File: src/rtl/rf_ctx_ctrl_pkg.sv
// Shared constants for the register-file context controller: RF write codes,
// sequencer state encoding and the default context-area base address.
package rf_ctx_ctrl_pkg;

  localparam logic [1:0] RF_WRITE_NONE = 2'b00;
  localparam logic [1:0] RF_WRITE_LOW  = 2'b01;
  localparam logic [1:0] RF_WRITE_HIGH = 2'b10;
  localparam logic [1:0] RF_WRITE_FULL = 2'b11;

  localparam logic [15:0] CTX_BASE_DEFAULT = 16'hFF00;

  typedef enum logic [1:0] {
    IDLE    = 2'd0,
    SAVE    = 2'd1,
    RESTORE = 2'd2,
    DONE    = 2'd3
  } ctx_state_e;

  // Context slot address; wraps at 16 bits
  function automatic logic [15:0] ctx_addr(input logic [15:0] base, input logic [2:0] idx);
    return base + {13'b0, idx};
  endfunction

endpackage

File: src/rtl/rf_ctx_ctrl_if.sv
// Req/ack memory port between the context controller and the data-memory arbiter.
interface rf_ctx_ctrl_if;
  logic        mem_req;
  logic        mem_we;
  logic [15:0] mem_addr;
  logic [15:0] mem_wdata;
  logic [15:0] mem_rdata;
  logic        mem_ack;

  modport master (
    output mem_req, mem_we, mem_addr, mem_wdata,
    input  mem_rdata, mem_ack
  );

  modport slave (
    input  mem_req, mem_we, mem_addr, mem_wdata,
    output mem_rdata, mem_ack
  );
endinterface

File: src/rtl/rf_ctx_ctrl.sv
// Interrupt context save/restore sequencer and RF port arbiter.
// state   | meaning
// IDLE    | core owns the RF ports, waiting for save_req/restore_req
// SAVE    | copying r[idx] to CTX_BASE+idx, core stalled
// RESTORE | copying CTX_BASE+idx into r[idx], core stalled
// DONE    | one-cycle ctx_done pulse before handing the RF back
module rf_ctx_ctrl
  import rf_ctx_ctrl_pkg::*;
#(
  parameter int          NREGS    = 8,
  parameter logic [15:0] CTX_BASE = CTX_BASE_DEFAULT
) (
  input  logic                 clk,
  input  logic                 rst_n,
  input  logic [2:0]           core_addr_a,
  input  logic [2:0]           core_addr_b,
  input  logic [15:0]          core_din,
  input  logic [1:0]           core_write,
  output logic                 core_stall,
  input  logic                 save_req,
  input  logic                 restore_req,
  output logic                 ctx_done,
  output logic [2:0]           rf_addr_a,
  output logic [2:0]           rf_addr_b,
  output logic [15:0]          rf_din,
  output logic [1:0]           rf_write,
  input  logic [15:0]          rf_dout_a,
  rf_ctx_ctrl_if.master        mem
);

  localparam logic [2:0] LAST_IDX = 3'(NREGS - 1);

  ctx_state_e state_q, state_d;
  logic [2:0] idx_q, idx_d;

  always_ff @(posedge clk) begin
    if (!rst_n) begin
      state_q <= IDLE;
      idx_q   <= 3'd0;
    end else begin
      state_q <= state_d;
      idx_q   <= idx_d;
    end
  end

  always_comb begin
    state_d       = state_q;
    idx_d         = idx_q;
    core_stall    = 1'b1;
    ctx_done      = 1'b0;
    rf_addr_a     = core_addr_a;
    rf_addr_b     = core_addr_b;
    rf_din        = core_din;
    rf_write      = core_write;
    mem.mem_req   = 1'b0;
    mem.mem_we    = 1'b0;
    mem.mem_addr  = ctx_addr(CTX_BASE, idx_q);
    mem.mem_wdata = 16'h0000;

    unique case (state_q)
      IDLE: begin
        core_stall = 1'b0;
        idx_d      = 3'd0;
        if (save_req)         state_d = SAVE;
        else if (restore_req) state_d = RESTORE;
      end
      SAVE: begin
        rf_addr_a     = idx_q;
        rf_write      = RF_WRITE_NONE;
        mem.mem_req   = 1'b1;
        mem.mem_we    = 1'b1;
        mem.mem_wdata = rf_dout_a;
        if (mem.mem_ack) begin
          if (idx_q == LAST_IDX) begin
            state_d = DONE;
            idx_d   = 3'd0;
          end else begin
            idx_d = idx_q + 3'd1;
          end
        end
      end
      RESTORE: begin
        rf_addr_a   = idx_q;
        rf_write    = RF_WRITE_NONE;
        mem.mem_req = 1'b1;
        // RF is only written in the cycle the read data is valid
        if (mem.mem_ack) begin
          rf_din   = mem.mem_rdata;
          rf_write = RF_WRITE_FULL;
          if (idx_q == LAST_IDX) begin
            state_d = DONE;
            idx_d   = 3'd0;
          end else begin
            idx_d = idx_q + 3'd1;
          end
        end
      end
      DONE: begin
        ctx_done = 1'b1;
        rf_write = RF_WRITE_NONE;
        state_d  = IDLE;
      end
      default: state_d = IDLE;
    endcase
  end

endmodule

File: src/flat_wrapper.sv
// flat-port wrapper written by rule: the top's interface ports become plain ports
module rf_ctx_ctrl_flat import rf_ctx_ctrl_pkg::*;
#(
  parameter int          NREGS    = 8,
  parameter logic [15:0] CTX_BASE = CTX_BASE_DEFAULT
)
  (clk, rst_n, core_addr_a, core_addr_b, core_din, core_write, core_stall, save_req, restore_req, ctx_done, rf_addr_a, rf_addr_b, rf_din, rf_write, rf_dout_a, mem_mem_req, mem_mem_we, mem_mem_addr, mem_mem_wdata, mem_mem_rdata, mem_mem_ack);
  rf_ctx_ctrl_if mem_i ();
  input  logic clk;
  input  logic rst_n;
  input  logic [2:0] core_addr_a;
  input  logic [2:0] core_addr_b;
  input  logic [15:0] core_din;
  input  logic [1:0] core_write;
  output logic core_stall;
  input  logic save_req;
  input  logic restore_req;
  output logic ctx_done;
  output logic [2:0] rf_addr_a;
  output logic [2:0] rf_addr_b;
  output logic [15:0] rf_din;
  output logic [1:0] rf_write;
  input  logic [15:0] rf_dout_a;
  output wire logic [$bits(mem_i.mem_req)-1:0] mem_mem_req;
  output wire logic [$bits(mem_i.mem_we)-1:0] mem_mem_we;
  output wire logic [$bits(mem_i.mem_addr)-1:0] mem_mem_addr;
  output wire logic [$bits(mem_i.mem_wdata)-1:0] mem_mem_wdata;
  input wire logic [$bits(mem_i.mem_rdata)-1:0] mem_mem_rdata;
  input wire logic [$bits(mem_i.mem_ack)-1:0] mem_mem_ack;
  assign mem_mem_req = mem_i.mem_req;
  assign mem_mem_we = mem_i.mem_we;
  assign mem_mem_addr = mem_i.mem_addr;
  assign mem_mem_wdata = mem_i.mem_wdata;
  assign mem_i.mem_rdata = mem_mem_rdata;
  assign mem_i.mem_ack = mem_mem_ack;
  rf_ctx_ctrl #(.NREGS(NREGS), .CTX_BASE(CTX_BASE)) u_core (.clk(clk), .rst_n(rst_n), .core_addr_a(core_addr_a), .core_addr_b(core_addr_b), .core_din(core_din), .core_write(core_write), .core_stall(core_stall), .save_req(save_req), .restore_req(restore_req), .ctx_done(ctx_done), .rf_addr_a(rf_addr_a), .rf_addr_b(rf_addr_b), .rf_din(rf_din), .rf_write(rf_write), .rf_dout_a(rf_dout_a), .mem(mem_i));
endmodule
File: config.mk
export PLATFORM = sky130hd
export DESIGN_NAME = rf_ctx_ctrl_flat
export DESIGN_NICKNAME = d
export VERILOG_FILES = /design/src/rtl/rf_ctx_ctrl_pkg.sv /design/src/rtl/rf_ctx_ctrl_if.sv /design/src/rtl/rf_ctx_ctrl.sv /design/src/flat_wrapper.sv
export SDC_FILE = /design/constraint.sdc
export NUM_CORES = 1
export LEC_CHECK = 0
export ABC_AREA = 1
export CAP_MARGIN = 20
export CORE_AREA = 2 2 49 86
export DETAILED_ROUTE_END_ITERATION = 7
export DIE_AREA = 0 0 51 88
export PLACE_DENSITY = 0.78
export SYNTH_ARGS = -nofsm -noshare
export SYNTH_HDL_FRONTEND = slang
export SYNTH_SLANG_ARGS = --single-unit
File: constraint.sdc
create_clock -name clk -period 2.03 [get_ports clk]
set_input_delay 0.3045 -clock clk [delete_from_list [all_inputs] [get_ports clk]]
set_output_delay 0.3045 -clock clk [all_outputs]
set_load 0.005 [all_outputs]
==> impl_summary.log <==
[metrics] final antenna-violating net count: 0
[metrics] met1 track demand over resource in global routing: 13.98%
[metrics] slowest stage delay, CP: 0.44 ns
[metrics] final core utilization: 54.46%
[metrics] GR peak layer: met2
[metrics] Routed Wire Length: 3315 um
[metrics] Max Slew Vio Count: 0
[metrics] vias after detailed routing: 1174
[metrics] Top Ports: 121
[metrics] die width: 51 um
[metrics] register clock-pin slew on the reported worst setup and hold paths: 0.04 ns
[metrics] GRT Residual Overflow: 0
[metrics] global-route wire length before repair: 5147 um
[metrics] count of mapped cells out of synthesis: 140
[metrics] Final Hold Fails: 0
[metrics] height of the chip: 88 um
[metrics] post-layout minimum cycle time: 1.980 ns
[metrics] Die Area: 4488 um^2
[metrics] switching fraction of total power: 39.16%
[metrics] worst path cell trace: inv_4 > ha_4 > nand2_8 > mux2_4 > clkdlybuf4s50_1
[metrics] buffer and inverter count on the worst path: 2
[metrics] cell taking the most area after synthesis: sky130_fd_sc_hd__mux2_4
[metrics] power share of the sequential group: 8.7%
[metrics] Worst Path Class, Setup: flip-flop to primary output
[metrics] DRC Markers: 0
[metrics] peak clock frequency supported by timing: 0.5049 GHz
[metrics] path class of the lowest-slack min-delay path: flip-flop to flip-flop
[metrics] average via count per standard cell: 4.007
[metrics] Worst Setup Slack post-DPL: -0.1489 ns
[metrics] crit path DAT: 1.68 ns
[metrics] number of diodes added for antenna fixing: 0
[metrics] maximum number of pins on one net before global-route repair: 18
[metrics] clock network fraction of total power: 9.2%
[metrics] most area-consuming cells after synthesis: sky130_fd_sc_hd__mux2_4 16%, sky130_fd_sc_hd__nand2_1 16%, sky130_fd_sc_hd__buf_4 13%, sky130_fd_sc_hd__inv_1 11%, sky130_fd_sc_hd__dfxtp_1 11%
[metrics] clk buf depth: 2
[metrics] post-layout net count: 314
[metrics] worst r2r src: u_core.state_q[1]
[metrics] peak supply drop: 0.9295 mV
[metrics] Cell Pwr Density: 985.8 nW/um^2
[metrics] synthesized cell area: 920.9 um^2
[metrics] detailed-placement wirelength estimate: 2784 um
[metrics] Stages on worst setup path: 5
[metrics] Unique masters post-synth: 19
[metrics] area growth from synthesis to layout: 124.2%
[metrics] antenna violations before repair: 0
[metrics] synth warn: 0
[metrics] initial standard-cell utilization of the core: 24.29%
[metrics] Comb power frac: 82.1%
[metrics] setup clock skew after layout: 0.004705 ns
[metrics] Global Route met3 Usage: 4.266%
[metrics] CP Launch Type: flip-flop
[metrics] Final Hold Slack: 0.5085 ns
[metrics] violation count after the first detailed-route iteration: 16
[metrics] Leakage: 1.122 nW
[metrics] number of CTS-inserted buffers: 3
[metrics] biggest fanout along the worst timing path: 6
[metrics] Clock Root Buffer: sky130_fd_sc_hd__clkbuf_8
[metrics] first-pass iteration count of the detailed router: 2
[metrics] Pint: 1.238 mW
[metrics] CP Capture Point: rf_din[12]
[metrics] slowest library cell on the worst path: sky130_fd_sc_hd__clkdlybuf4s50_1
[metrics] clock insertion delay at the later pin of the skew report: 0.22 ns
[metrics] Syn Area/Cell: 6.578 um^2
[metrics] required time worst endpoint: 1.73 ns
[metrics] global-route track usage on met2: 28.34%
[metrics] number of core rows: 30
[metrics] global-route usage over all layers: 14.95%
[metrics] beginning of the critical path: u_core.state_q[0]
[metrics] area inside the core boundary: 3791 um^2
[metrics] final-report setup violation count: 0
[metrics] register bit count reported by yosys: 5
[metrics] number of global-route vias before repair: 1149
[metrics] power dissipated by switching net loads: 0.7970 mW
[metrics] delay-heaviest family, CP: buffers and inverters
[metrics] number of buffers inserted by port buffering: 101
[metrics] post-detailed-route wirelength per cell: 11.31 um
[metrics] crit path capture type: primary output
[metrics] post-route clock period utilization: 97.56%
[metrics] share of layout cells above drive strength 1: 14.29%
[metrics] number of sinks on the clock net: 5
[metrics] run status: complete, no violations
[metrics] area share of the largest cell type after synthesis: 16.30%
[metrics] Worst Slack Setup Final: 0.04953 ns
[metrics] htree depth: 1
[metrics] placer's final routability congestion estimate: 0.7629
[metrics] worst reg-to-reg path cell count: 7
[metrics] Max-Cap Viols: 0
[metrics] Worst R2R End: u_core.idx_q[2]
[metrics] sequential cell area fraction in the yosys report: 10.87%
[metrics] RSZ-0062 raised after global routing: no
[metrics] clock tree from TritonCTS: done
[metrics] setup slack of the most critical reg-to-reg path: 0.53 ns
==> kinds of logic (layout without fill, tap and decap cells) <==
kind of cell / Yosys count / count (layout) / share of synthesized area [%]
AOI/OAI and AO/OA: 6 / 6 / 3.532
adders and majority gates: 7 / 7 / 9.510
buffers and inverters: 47 / 140 / 26.77
DFF: 5 / 5 / 10.87
muxes: 16 / 16 / 23.64
other: 2 / 13 / 0.8155
and+or+nand+nor: 57 / 58 / 24.86
==> flip-flops by register name, summed over array words and instances, names as in the netlist <==
signal and cells:
u_core.state_q 2, u_core.idx_q 3
==> cells in the final DEF, fill, tap and decap left out, types with 2 or more instances in the layout <==
cell                              count
sky130_fd_sc_hd__a21oi_1              3
sky130_fd_sc_hd__buf_4                7
sky130_fd_sc_hd__clkbuf_8             3
sky130_fd_sc_hd__clkdlybuf4s50_1     86
sky130_fd_sc_hd__conb_1              13
sky130_fd_sc_hd__dfxtp_1              3
sky130_fd_sc_hd__dfxtp_2              2
sky130_fd_sc_hd__dlygate4sd2_1        7
sky130_fd_sc_hd__dlymetal6s2s_1       7
sky130_fd_sc_hd__ha_1                 5
sky130_fd_sc_hd__ha_4                 2
sky130_fd_sc_hd__inv_1               25
sky130_fd_sc_hd__mux2_2               6
sky130_fd_sc_hd__mux2_4              10
sky130_fd_sc_hd__nand2_1             39
sky130_fd_sc_hd__nand2_8              2
sky130_fd_sc_hd__nand3_1              5
sky130_fd_sc_hd__nor2_1              11
sky130_fd_sc_hd__o21ai_0              2
==> metrics by stage <==
stage | cells | TNS, ns | area, um^2 | power (mW)
floorplan | 151 | 0 | 962.2 | 0.9385
finish | 293 | 0 | 2064 | 2.035
detailed placement | 286 | -1.941 | 1933 | 1.741
global route | 293 | 0 | 2064 | 2.244
global placement | 286 | -1.621 | 1933 | 1.721
CTS | 291 | -0.0002377 | 2027 | 2.040
==> what timing repair did <==
action                                  in CTS  in global routing
cloned                                       1                  0
buffers inserted                             0                  2
resized for setup                           18                 10
endpoints found under the setup margin      20                 30
hold buffers                                 0                  0
pin swaps                                    1                  0
==> cells in the mapped netlist <==
| cell | instances |
|---|---|
| sky130_fd_sc_hd__nand2_1 | 39 |
| sky130_fd_sc_hd__inv_1 | 27 |
| sky130_fd_sc_hd__buf_4 | 16 |
| sky130_fd_sc_hd__nor2_1 | 11 |
| sky130_fd_sc_hd__mux2_4 | 10 |
| sky130_fd_sc_hd__ha_1 | 7 |
| sky130_fd_sc_hd__mux2_2 | 6 |
| sky130_fd_sc_hd__dfxtp_1 | 5 |
| sky130_fd_sc_hd__nand3_1 | 5 |
| sky130_fd_sc_hd__a21oi_1 | 3 |
| sky130_fd_sc_hd__conb_1 | 2 |
| sky130_fd_sc_hd__o21ai_0 | 2 |
| sky130_fd_sc_hd__a21o_1 | 1 |
| sky130_fd_sc_hd__buf_2 | 1 |
| sky130_fd_sc_hd__buf_6 | 1 |
| sky130_fd_sc_hd__clkbuf_1 | 1 |
| sky130_fd_sc_hd__clkbuf_2 | 1 |
| sky130_fd_sc_hd__nand2_4 | 1 |
| sky130_fd_sc_hd__nor3_1 | 1 |
==> final cells by class <==
cell class | count | area [um^2]
Clock buffer | 4 | 45.04
Fill cell | 363 | 1727
Inverter | 27 | 103.9
Multi-Input combinational cell | 100 | 669.4
Sequential cell | 5 | 102.6
Tap cell | 48 | 60.06
Timing Repair Buffer | 109 | 1084
==> tightest hold or removal path: stages, from the launching register on <==
cell                      delay [ns]
sky130_fd_sc_hd__dfxtp_1        0.33
sky130_fd_sc_hd__nand2_1        0.07
sky130_fd_sc_hd__a21oi_1        0.06
==> power groups by stage <==
stage | clock, mW | combinational (mW) | sequential [mW]
after floorplan | 0 | 0.777 | 0.162
after global placement | 0 | 1.56 | 0.161
after detailed placement | 0 | 1.58 | 0.164
after CTS | 0.192 | 1.67 | 0.178
after global routing | 0.201 | 1.86 | 0.186
final | 0.187 | 1.67 | 0.178
==> worst min-delay path by stage <==
stage | cells past startpoint | slack (ns) | endpoint | from
after detailed placement | 2 | 0.51 | u_core.idx_q[1] | u_core.idx_q[1]
after floorplan | 2 | 0.43 | u_core.state_q[1] | rst_n
after global placement | 2 | 0.49 | u_core.idx_q[2] | u_core.idx_q[2]
after CTS | 2 | 0.51 | u_core.idx_q[1] | u_core.idx_q[1]
after global routing | 2 | 0.54 | u_core.idx_q[2] | u_core.idx_q[2]
final | 2 | 0.51 | u_core.idx_q[1] | u_core.idx_q[1]
==> per-layer routing <==
metal  up-vias  wire, um
met3         8       314
met1       501      1094
met4         0        93
met2        64      1812
li1        601         -
met5         -         0
(Power assumes the default switching activity.)
